--- src/rtl/opo_package.sv ---
// opo_package
// Shared definitions for the averaging datapath.
//   word_width   : width of every signed sample travelling through the filter
//   fill_state_e : FILL while the window is still being populated after a flush,
//                  RUN once it holds a complete set of samples
package opo_package;

    localparam int word_width = 16;

    typedef enum logic {
        FILL = 1'b0,
        RUN  = 1'b1
    } fill_state_e;

endpackage

--- src/rtl/tap_delay_line.sv ---
// tap_delay_line
// Shift-register history of the most recent samples, newest in slot 0.
//   clk     : rising-edge clock
//   rst     : synchronous active-high reset, zeroes every slot
//   clear   : synchronous flush; zeroes every slot (a simultaneous write lands in slot 0)
//   wr_en   : shift the history by one and insert wr_data at slot 0
//   wr_data : sample to insert
//   rd_sel  : slot index to read (0 = newest stored sample)
//   rd_data : combinational read of the selected slot
module tap_delay_line
    import opo_package::*;
#(
    parameter int DEPTH_POW = 4,
    parameter int WIDTH     = word_width
) (
    input  logic                    clk,
    input  logic                    rst,
    input  logic                    clear,
    input  logic                    wr_en,
    input  logic signed [WIDTH-1:0] wr_data,
    input  logic [DEPTH_POW-1:0]    rd_sel,
    output logic signed [WIDTH-1:0] rd_data
);

    localparam int DEPTH = 1 << DEPTH_POW;

    logic signed [WIDTH-1:0] taps [DEPTH];

    // A flush that coincides with a write keeps only the incoming sample, so the
    // new window starts with it and everything older reads as zero.
    always_ff @(posedge clk) begin
        if (rst) begin
            for (int i = 0; i < DEPTH; i++) taps[i] <= '0;
        end else if (clear) begin
            for (int i = 1; i < DEPTH; i++) taps[i] <= '0;
            taps[0] <= wr_en ? wr_data : '0;
        end else if (wr_en) begin
            taps[0] <= wr_data;
            for (int i = 1; i < DEPTH; i++) taps[i] <= taps[i-1];
        end
    end

    assign rd_data = taps[rd_sel];

endmodule

--- src/rtl/moving_average_var.sv ---
// moving_average_var
// Running mean over the last 2^P samples, with P selectable at run time.
//   clk              : rising-edge clock
//   rst              : synchronous active-high reset
//   enable           : 1 = output the average, 0 = pass samples straight through
//   avg_pow          : log2 of the window length, saturated at MAX_POW
//   clear            : flush the history (the coincident sample, if any, starts the new window)
//   sample_in        : signed input sample, qualified by sample_in_valid
//   sample_out       : registered signed average or bypassed sample
//   sample_out_valid : one-cycle strobe qualifying sample_out
//   filled           : window currently holds a complete set of samples
module moving_average_var
    import opo_package::*;
#(
    parameter int MAX_POW = 4
) (
    input  logic                           clk,
    input  logic                           rst,
    input  logic                           enable,
    input  logic [$clog2(MAX_POW+1)-1:0]   avg_pow,
    input  logic                           clear,
    input  logic signed [word_width-1:0]   sample_in,
    input  logic                           sample_in_valid,
    output logic signed [word_width-1:0]   sample_out,
    output logic                           sample_out_valid,
    output logic                           filled
);

    localparam int PW = $clog2(MAX_POW+1);
    localparam int SW = word_width + MAX_POW;
    localparam logic [PW-1:0]        MAX_POW_P = PW'(MAX_POW);
    localparam logic signed [SW:0]   OUT_MAX   = (SW+1)'((2**(word_width-1)) - 1);
    localparam logic signed [SW:0]   OUT_MIN   = (SW+1)'(-(2**(word_width-1)));

    logic [PW-1:0]                 eff_pow;
    logic [PW-1:0]                 active_pow;
    logic [MAX_POW:0]              win_len;
    logic [MAX_POW-1:0]            tap_sel;
    logic signed [word_width-1:0]  tap_data;
    logic                          flush;

    logic signed [SW-1:0]          sum;
    logic signed [SW-1:0]          sum_next;
    logic signed [SW:0]            round_bias;
    logic signed [SW:0]            rounded;
    logic signed [word_width-1:0]  avg_clamped;

    fill_state_e                   state;
    fill_state_e                   state_next;
    logic [MAX_POW:0]              fill_cnt;
    logic [MAX_POW:0]              fill_cnt_next;
    logic signed [word_width-1:0]  out_next;
    logic                          out_valid_next;

    tap_delay_line #(
        .DEPTH_POW (MAX_POW),
        .WIDTH     (word_width)
    ) u_history (
        .clk     (clk),
        .rst     (rst),
        .clear   (flush),
        .wr_en   (sample_in_valid),
        .wr_data (sample_in),
        .rd_sel  (tap_sel),
        .rd_data (tap_data)
    );

    // Window geometry from the requested power; the sample leaving the window is
    // the one stored N-1 slots behind the newest stored sample.
    always_comb begin
        eff_pow = (avg_pow > MAX_POW_P) ? MAX_POW_P : avg_pow;
        win_len = (MAX_POW+1)'(1) << eff_pow;
        tap_sel = win_len[MAX_POW-1:0] - MAX_POW'(1);
    end

    // A new window length only takes effect with a sample, so the comparison
    // against the active length is qualified by sample_in_valid.
    assign flush = clear | (sample_in_valid & (eff_pow != active_pow));

    // Running sum plus round-half-up division by 2^P; a flush restarts the sum
    // from the current sample alone.
    always_comb begin
        sum_next = flush ? '0 : sum;
        if (sample_in_valid) begin
            if (flush) begin
                sum_next = SW'(sample_in);
            end else begin
                sum_next = sum + SW'(sample_in) - SW'(tap_data);
            end
        end
        round_bias = ((SW+1)'(1) << eff_pow) >> 1;
        rounded    = ((SW+1)'(sum_next) + round_bias) >>> eff_pow;
        if (rounded > OUT_MAX) begin
            avg_clamped = OUT_MAX[word_width-1:0];
        end else if (rounded < OUT_MIN) begin
            avg_clamped = OUT_MIN[word_width-1:0];
        end else begin
            avg_clamped = rounded[word_width-1:0];
        end
    end

    // Fill tracking and output selection. Bypass still honours a flush but does
    // not advance the fill count, so FILL/RUN only reflects averaged samples.
    always_comb begin
        state_next     = state;
        fill_cnt_next  = fill_cnt;
        out_next       = sample_out;
        out_valid_next = 1'b0;
        if (flush) begin
            state_next    = FILL;
            fill_cnt_next = '0;
        end
        if (sample_in_valid) begin
            if (enable) begin
                if (state_next == FILL) begin
                    fill_cnt_next = fill_cnt_next + (MAX_POW+1)'(1);
                    if (fill_cnt_next == win_len) state_next = RUN;
                end
                if (state_next == RUN) begin
                    out_next       = avg_clamped;
                    out_valid_next = 1'b1;
                end
            end else begin
                out_next       = sample_in;
                out_valid_next = 1'b1;
            end
        end
    end

    always_ff @(posedge clk) begin
        if (rst) begin
            sum              <= '0;
            state            <= FILL;
            fill_cnt         <= '0;
            active_pow       <= '0;
            sample_out       <= '0;
            sample_out_valid <= 1'b0;
        end else begin
            sum              <= sum_next;
            state            <= state_next;
            fill_cnt         <= fill_cnt_next;
            sample_out       <= out_next;
            sample_out_valid <= out_valid_next;
            if (sample_in_valid) active_pow <= eff_pow;
        end
    end

    assign filled = (state == RUN);

endmodule

--- config.mk ---
export PLATFORM = sky130hd
export DESIGN_NAME = moving_average_var
export DESIGN_NICKNAME = d
export VERILOG_FILES = /design/src/rtl/opo_package.sv /design/src/rtl/tap_delay_line.sv /design/src/rtl/moving_average_var.sv
export SDC_FILE = /design/constraint.sdc
export NUM_CORES = 1
export LEC_CHECK = 0
export ABC_AREA = 1
export BUFFER_PORTS_ARGS = -buffer_cell sky130_fd_sc_hd__buf_4
export CAP_MARGIN = 15
export CELL_PAD_IN_SITES_DETAIL_PLACEMENT = 0
export CELL_PAD_IN_SITES_GLOBAL_PLACEMENT = 1
export CORE_MARGIN = 5
export CORE_UTILIZATION = 48
export CTS_CLUSTER_SIZE = 40
export DETAILED_ROUTE_END_ITERATION = 8
export PLACE_DENSITY = 0.9
export SLEW_MARGIN = 20
export SYNTH_ARGS = -nofsm -noshare
export SYNTH_HDL_FRONTEND = slang
export SYNTH_SLANG_ARGS = --single-unit
--- constraint.sdc ---
create_clock -name clk -period 7.6 [get_ports clk]
set_input_delay 0.76 -clock clk [delete_from_list [all_inputs] [get_ports clk]]
set_output_delay 0.76 -clock clk [all_outputs]
set_load 0.005 [all_outputs]
# Word level (Yosys, flattened, before mapping)
# Memories as Yosys holds them, arrays and structs flattened.
# Index checks and enable logic that the tools add are counted.
# classes
addsub,5
n_mul,0
div_mod_pow,0
magnitude_cmp,3
n_eq_ne,3
shifts,3
mux,63
n_bitwise,35
n_reduce_logical,2
# op_table
cell,n
16-bit two-way mux,37
20-bit two-way mux,3
1-bit bitwise OR,33
20-bit by 21-bit adder with 21-bit output,1
21-bit by 16-bit > comparator with 1-bit output (second input constant),1
21-bit by 16-bit less-than comparator with 1-bit output (second input constant),1
1-bit by 3-bit left shift with 21-bit output (first input constant),1
21-bit by 3-bit >>> shifter with 21-bit output,1
20-bit by 16-bit adder with 20-bit output,1
5-bit two-way mux,4
20-bit by 16-bit subtractor with 20-bit output,1
1-bit two-way mux,18
5-bit by 1-bit adder with 5-bit output (second input constant),1
5-bit == test,1
1-bit by 3-bit left shift with 5-bit output (first input constant),1
4-bit by 1-bit subtractor with 4-bit output (second input constant),1
3-bit > comparator (second input constant),1
3-bit two-way mux,1
3-bit != test,1
2-bit by 1-bit != test with 1-bit output (second input constant),1
2-bit AND reduction,1
2-bit OR reduction,1
1-bit bitwise AND,1
1-bit NOT,1
# totals
ff_bits,46
latchBits,0
mem_bits_rw,256
mem_bits_ro,0
elab_cells,121
mem_count,1
# mem_list
name,depth,width,rd,rd_clocked_by_memory_dff,wr,line,source
u_history.taps,16,16,16,0,16,tap_delay_line.sv:27,logic signed [WIDTH-1:0] taps [DEPTH];

# Logic depth before layout (Yosys ltp)
# An unclocked memory read counts as a cell.
# depth
word_depth,15
mapped_depth,44
ltp_nobuf,42

# Cells and area by module
# Synthesis repeated with hierarchy kept, for this count alone.
# unflattened
cells_unflattened,2496
hier_area_um2,17700.7
# modules_own_cells
module,instances,cells_each,area_each_um2
tap_delay_line,1,1572,12200.5
moving_average_var,1,924,5500.3

# Worst setup path after synthesis
# OpenSTA, ideal clock, no wires.
# synth_path
path_kind,in2reg
from,input avg_pow[0]
to,register sample_out[10]
setup_time_ps,132
t_arrival_ps,5645
required_ps,7468
setup_slack_ps,1823
path_stages,32
path_cell_list,buf_1 > inv_1 > clkbuf_1 > a31oi_1 > o21ai_0 > a21oi_1 > o21ai_0 > fa_1 > inv_1 > fa_1 > o311ai_0 > fa_1 > inv_1 > o211ai_1 > nand2_1 > nand2_1 > nand2_1 > nor2_2 > inv_1 > nor2_4 > nand3_4 > nand2_4 > inv_2 > nand2_1 > nand3_1 > nor2_1 > nand3_1 > a21oi_4 > buf_6 > nand2_1 > nand2_1 > a21oi_1
# synth_between
elab_chain_len,15
elab_cells_between_ends,31
cone_classes,add/sub (4); order compare (3); eq/ne (3); shift (3); mux (14); bitwise (2); reduce/logical (1); memory (1)
# synth_lines
item,line,source
start: declaration,moving_average_var.sv:20,"input logic [$clog2(MAX_POW+1)-1:0] avg_pow,"
3-bit > comparator,moving_average_var.sv:71,eff_pow = (avg_pow > MAX_POW_P) ? MAX_POW_P : avg_pow;
3-bit two-way mux (*),moving_average_var.sv:71,
1-bit by 3-bit left shift with 5-bit output,moving_average_var.sv:72,win_len = (MAX_POW+1)'(1) << eff_pow;
4-bit by 1-bit subtractor with 4-bit output,moving_average_var.sv:73,tap_sel = win_len[MAX_POW-1:0] - MAX_POW'(1);
memory 16 x 16 bit,-,
20-bit by 16-bit subtractor with 20-bit output,moving_average_var.sv:88,sum_next = sum + SW'(sample_in) - SW'(tap_data);
20-bit two-way mux,moving_average_var.sv:85,if (flush) begin
20-bit two-way mux (*),moving_average_var.sv:84,if (sample_in_valid) begin
net sum_next[1],moving_average_var.sv:43,logic signed [SW-1:0] sum_next;
20-bit by 21-bit adder with 21-bit output (*),moving_average_var.sv:92,rounded = ((SW+1)'(sum_next) + round_bias) >>> eff_pow;
21-bit by 3-bit >>> shifter with 21-bit output (*),moving_average_var.sv:92,
21-bit by 16-bit less-than comparator with 1-bit output,moving_average_var.sv:95,end else if (rounded < OUT_MIN) begin
16-bit two-way mux,moving_average_var.sv:95,
16-bit two-way mux (*),moving_average_var.sv:93,if (rounded > OUT_MAX) begin
16-bit two-way mux (*),moving_average_var.sv:119,if (state_next == RUN) begin
16-bit two-way mux (*),moving_average_var.sv:114,if (enable) begin
end signal: assignment,moving_average_var.sv:142,sample_out <= out_next;
end: declaration,moving_average_var.sv:24,"output logic signed [word_width-1:0] sample_out,"
# Mark *: on every way through the listed nets, which the timed path passes. The rest lies on a longest branch. The select of a mux whose other input is x is not followed.
# A chain may end at the register's enable or synchronous reset.

# Final worst setup path
# layout_path
from,input avg_pow[2]
to,register sample_out[8]
# Same word-level chain as after synthesis.

==> results.py <==
metrics = {
    "pwr": {
        "p_leak_uw": 0.00674,
        "power_frac_comb": 0.187,
        "p_clk_frac": 0.365,
        "switching_share": 0.290,
        "vdd_ir_drop_max_v": 0.000164,
        "seqPwrFrac": 0.447,
        "p_sw_uw": 1170,
        "power_density_mw_per_mm2": 243,
        "cell_internal_pwr_uw": 2850,
    },
    "critical_path": {
        "worst-path-stages": 39,
        "crit_family": "simple AND/OR/NAND/NOR gates",
        "critPathKind": "input port to flop",
        "reg2reg_depth": 33,
        "start_kind": "input port",
        "path_common_cell": "nand2_1",
        "endpoint_kind": "flop",
        "cpPeakStageDelay_ns": 0.57,
        "slowest_stage": "a2111oi_0",
        "cp.arrival_ns": 6.75,
        "worstPathRequired_ns": 8.04,
        "crit_buf_inv": 6,
        "path_max_fanout": 15,
    },
    "timing": {
        "setup_viol": 0,
        "relSlewSlack": 0.328,
        "finalCritPeriodShare": 0.830,
        "finalHoldViolCount": 0,
        "fin_setup_tns_ns": 0,
        "clock_skew_ns": 0.0163,
        "worstMarginPinSlew_ns": 1.01,
        "finalCriticalPeriod_ns": 6.31,
        "finalWorstSetupSlack_ns": 1.29,
        "clock.fmax_mhz": 158,
        "rsz0062_at_grt": "false",
        "final-max-slew-violation-count": 0,
    },
    "floorplan": {
        "die_x_microns": 186,
        "die-area_sq_mm": 0.0346,
        "ioPinCount": 42,
        "die_h_microns": 186,
        "initial_core_util": 0.487,
        "core_area_sq_mm": 0.0306,
        "num_rows": 64,
    },
    "clock_tree": {
        "numClockSinks": 302,
        "cts_max_level": 1,
        "cts.reportedPaths.clkPinSlew_ns": 0.06,
        "hold_buffers": 0,
        "clock_latency_ns": 0.58,
        "cts_resized": 0,
        "cts_tree": "yes",
        "cts_buffers": 31,
        "post-cts-setup-buffers": 0,
        "clk_path_buf_depth": 3,
        "root_buffer": "clkbuf_16",
    },
    "finish": {
        "regArea_sq_mm": 0.00765,
        "final_util": 0.540,
        "nets": 1863,
        "fillers": 2836,
        "insertedDiodeCount": 0,
        "drive_gt1_frac": 0.0832,
        "final_cell_area_sq_mm": 0.0165,
        "area_growth_pct": 11.0,
        "multi_input_area_sq_mm": 0.00553,
        "final_common_cell": "inv_1",
        "layout_common_cells": "inv_1 (371), nand2_1 (283), nor2_1 (224), edfxtp_1 (160), dfxtp_1 (142)",
    },
    "logic_synthesis": {
        "ys_seq_elements": 302,
        "synthTopCellsByArea": "edfxtp_1 (32%), dfxtp_1 (19%), inv_1 (9.4%)",
        "synthArstFlopShare": 0,
        "synth_edf_count": 160,
        "netlist_instances": 1771,
        "syn-cell-area_sq_mm": 0.0149,
        "avgSynthCellArea_sq_um": 8.41,
        "seq_area_frac_synth": 0.514,
        "synthFlopType": "edfxtp_1",
        "yosysWarnings": 0,
        "ys_types": 48,
        "synth_top_area_frac": 0.323,
        "synth_area_leader_cell": "edfxtp_1",
    },
    "place": {
        "place_congestion": 0.946,
        "dp_hpwl_microns": 25200,
        "placed_cell_area_sq_mm": 0.0155,
        "port_buffers": 41,
        "preCtsSetupSlack_ns": 0.667,
    },
    "hold_path": {
        "holdPathStages": 2,
        "hold_class": "flop to flop",
    },
    "route": {
        "detail_route.vias_per_cell": 5.18,
        "met2_length_microns": 15500,
        "drcViolationCount": 0,
        "wl_met1_microns": 17000,
        "dr_wl_met3_microns": 1790,
        "vias": 11500,
        "first_pass_iters": 6,
        "wl_per_cell_microns": 16.0,
        "drt_iter0_drc": 1030,
        "wl_microns": 35300,
        "top_layer": "met4",
        "antenna_left": 0,
    },
    "flow_run": {
        "maxCapViolations": 0,
    },
    "grt": {
        "grt_usage": 0.202,
        "overflow": 0,
        "grt_pass1_wl_microns": 56200,
        "grt_max_degree": 99,
        "grt_pass1_vias": 10700,
        "antenna_found_initial": 0,
    },
    "run_status": {
        "status": "completed",
    },
}
==> cells in the mapped netlist (3+ instances only) <==
cell type and number:
clkbuf_1 61, o21bai_1 6, xor2_1 13, buf_2 4, dfxtp_1 142, nor3_1 19, fa_1 20, or2_2 3
nand2_2 8, nor2_2 6, o211ai_1 8, ha_1 29, nand3_2 8, edfxtp_1 160, and2_1 4, xnor2_1 7
nor2_4 4, nand3_1 74, o22ai_1 106, inv_1 371, o21ai_0 37, inv_2 6, nand4_1 12, buf_6 5
o221ai_1 12, a21oi_1 97, a21oi_4 3, buf_1 3, nand2_1 286, nor2_1 224, a2111oi_0 4, a31oi_1 6
o21ai_1 3
==> final timing paths <==
| kind | start | to | slack [ns] |
|---|---|---|---|
| max | avg_pow[2] | sample_out[8]$_SDFFE_PP0P_ | 1.29 |
| min | u_history.taps[2][0]$_SDFFE_PP0P_ | u_history.taps[3][0]$_SDFFE_PP0P_ | 0.46 |
| max reg2reg | u_history.taps[7][2]$_SDFFE_PP0P_ | sample_out[8]$_SDFFE_PP0P_ | 2.09 |
| min reg2reg | u_history.taps[2][0]$_SDFFE_PP0P_ | u_history.taps[3][0]$_SDFFE_PP0P_ | 0.46 |
==> logic make-up after synthesis <==
kind of cell,after synthesis,synth area share
and+or+nand+nor,655,0.187
adders and majority gates,49,0.0513
buffers and inverters,452,0.117
other,1,0.000252
xor gates and xnor gates,20,0.0118
DFF,302,0.514
muxes,1,0.000672
AOI/OAI and AO/OA,291,0.118
==> registers in the layout, summed over array words and instances, names as in the netlist <==
| signal | cells |
|---|---|
| filled | 1 |
| sample_out | 16 |
| sample_out_valid | 1 |
| fill_cnt | 5 |
| active_pow | 3 |
| sum | 20 |
| u_history.taps | 256 |
==> worst register-to-register path: cells and delay by family (launching register included) <==
| kind | cells | cell delay, ns |
|---|---|---|
| buffers and inverters | 1 | 0.08 |
| AND/OR/NAND/NOR | 18 | 2.01 |
| adder cells (fa/ha/maj) | 3 | 1.24 |
| XOR/XNOR | 1 | 0.20 |
| flip-flops | 1 | 0.35 |
| AO/OA/AOI/OAI | 10 | 1.52 |
==> per-stage QoR <==
step | cells | total power (uW) | hold WS [ns]
2_1_floorplan | 1773 | 2380 | 0.444
3_3_place_gp | 2153 | 2570 | 0.452
3_5_place_dp | 2153 | 2570 | 0.456
4_1_cts | 2211 | 4040 | 0.465
5_1_grt | 2211 | 4220 | 0.488
6_report | 2211 | 4020 | 0.464
==> area by class of cell <==
type	count	area share
flip-flops and latches	302	0.463
well taps	396	0.0300
repair buffers	58	0.0271
inverters	378	0.0859
clock buffers	51	0.0560
clock inverters	7	0.00379
multi-input cells	1019	0.335
==> routing by layer <==
metal  vias up  track usage
met4         0       0.0563
met3        57       0.0236
met5         -            0
met1      5374        0.303
li1       5743            -
met2       280        0.312
==> power by group through the flow <==
stage / logic [uW] / registers, uW / clock network (uW)
floorplan: 551 / 1830 / 0
global placement: 740 / 1830 / 0
detailed placement: 739 / 1830 / 0
CTS: 745 / 1800 / 1490
global route: 851 / 1800 / 1560
finish: 753 / 1800 / 1470
Power figures use the tool's default switching activity.
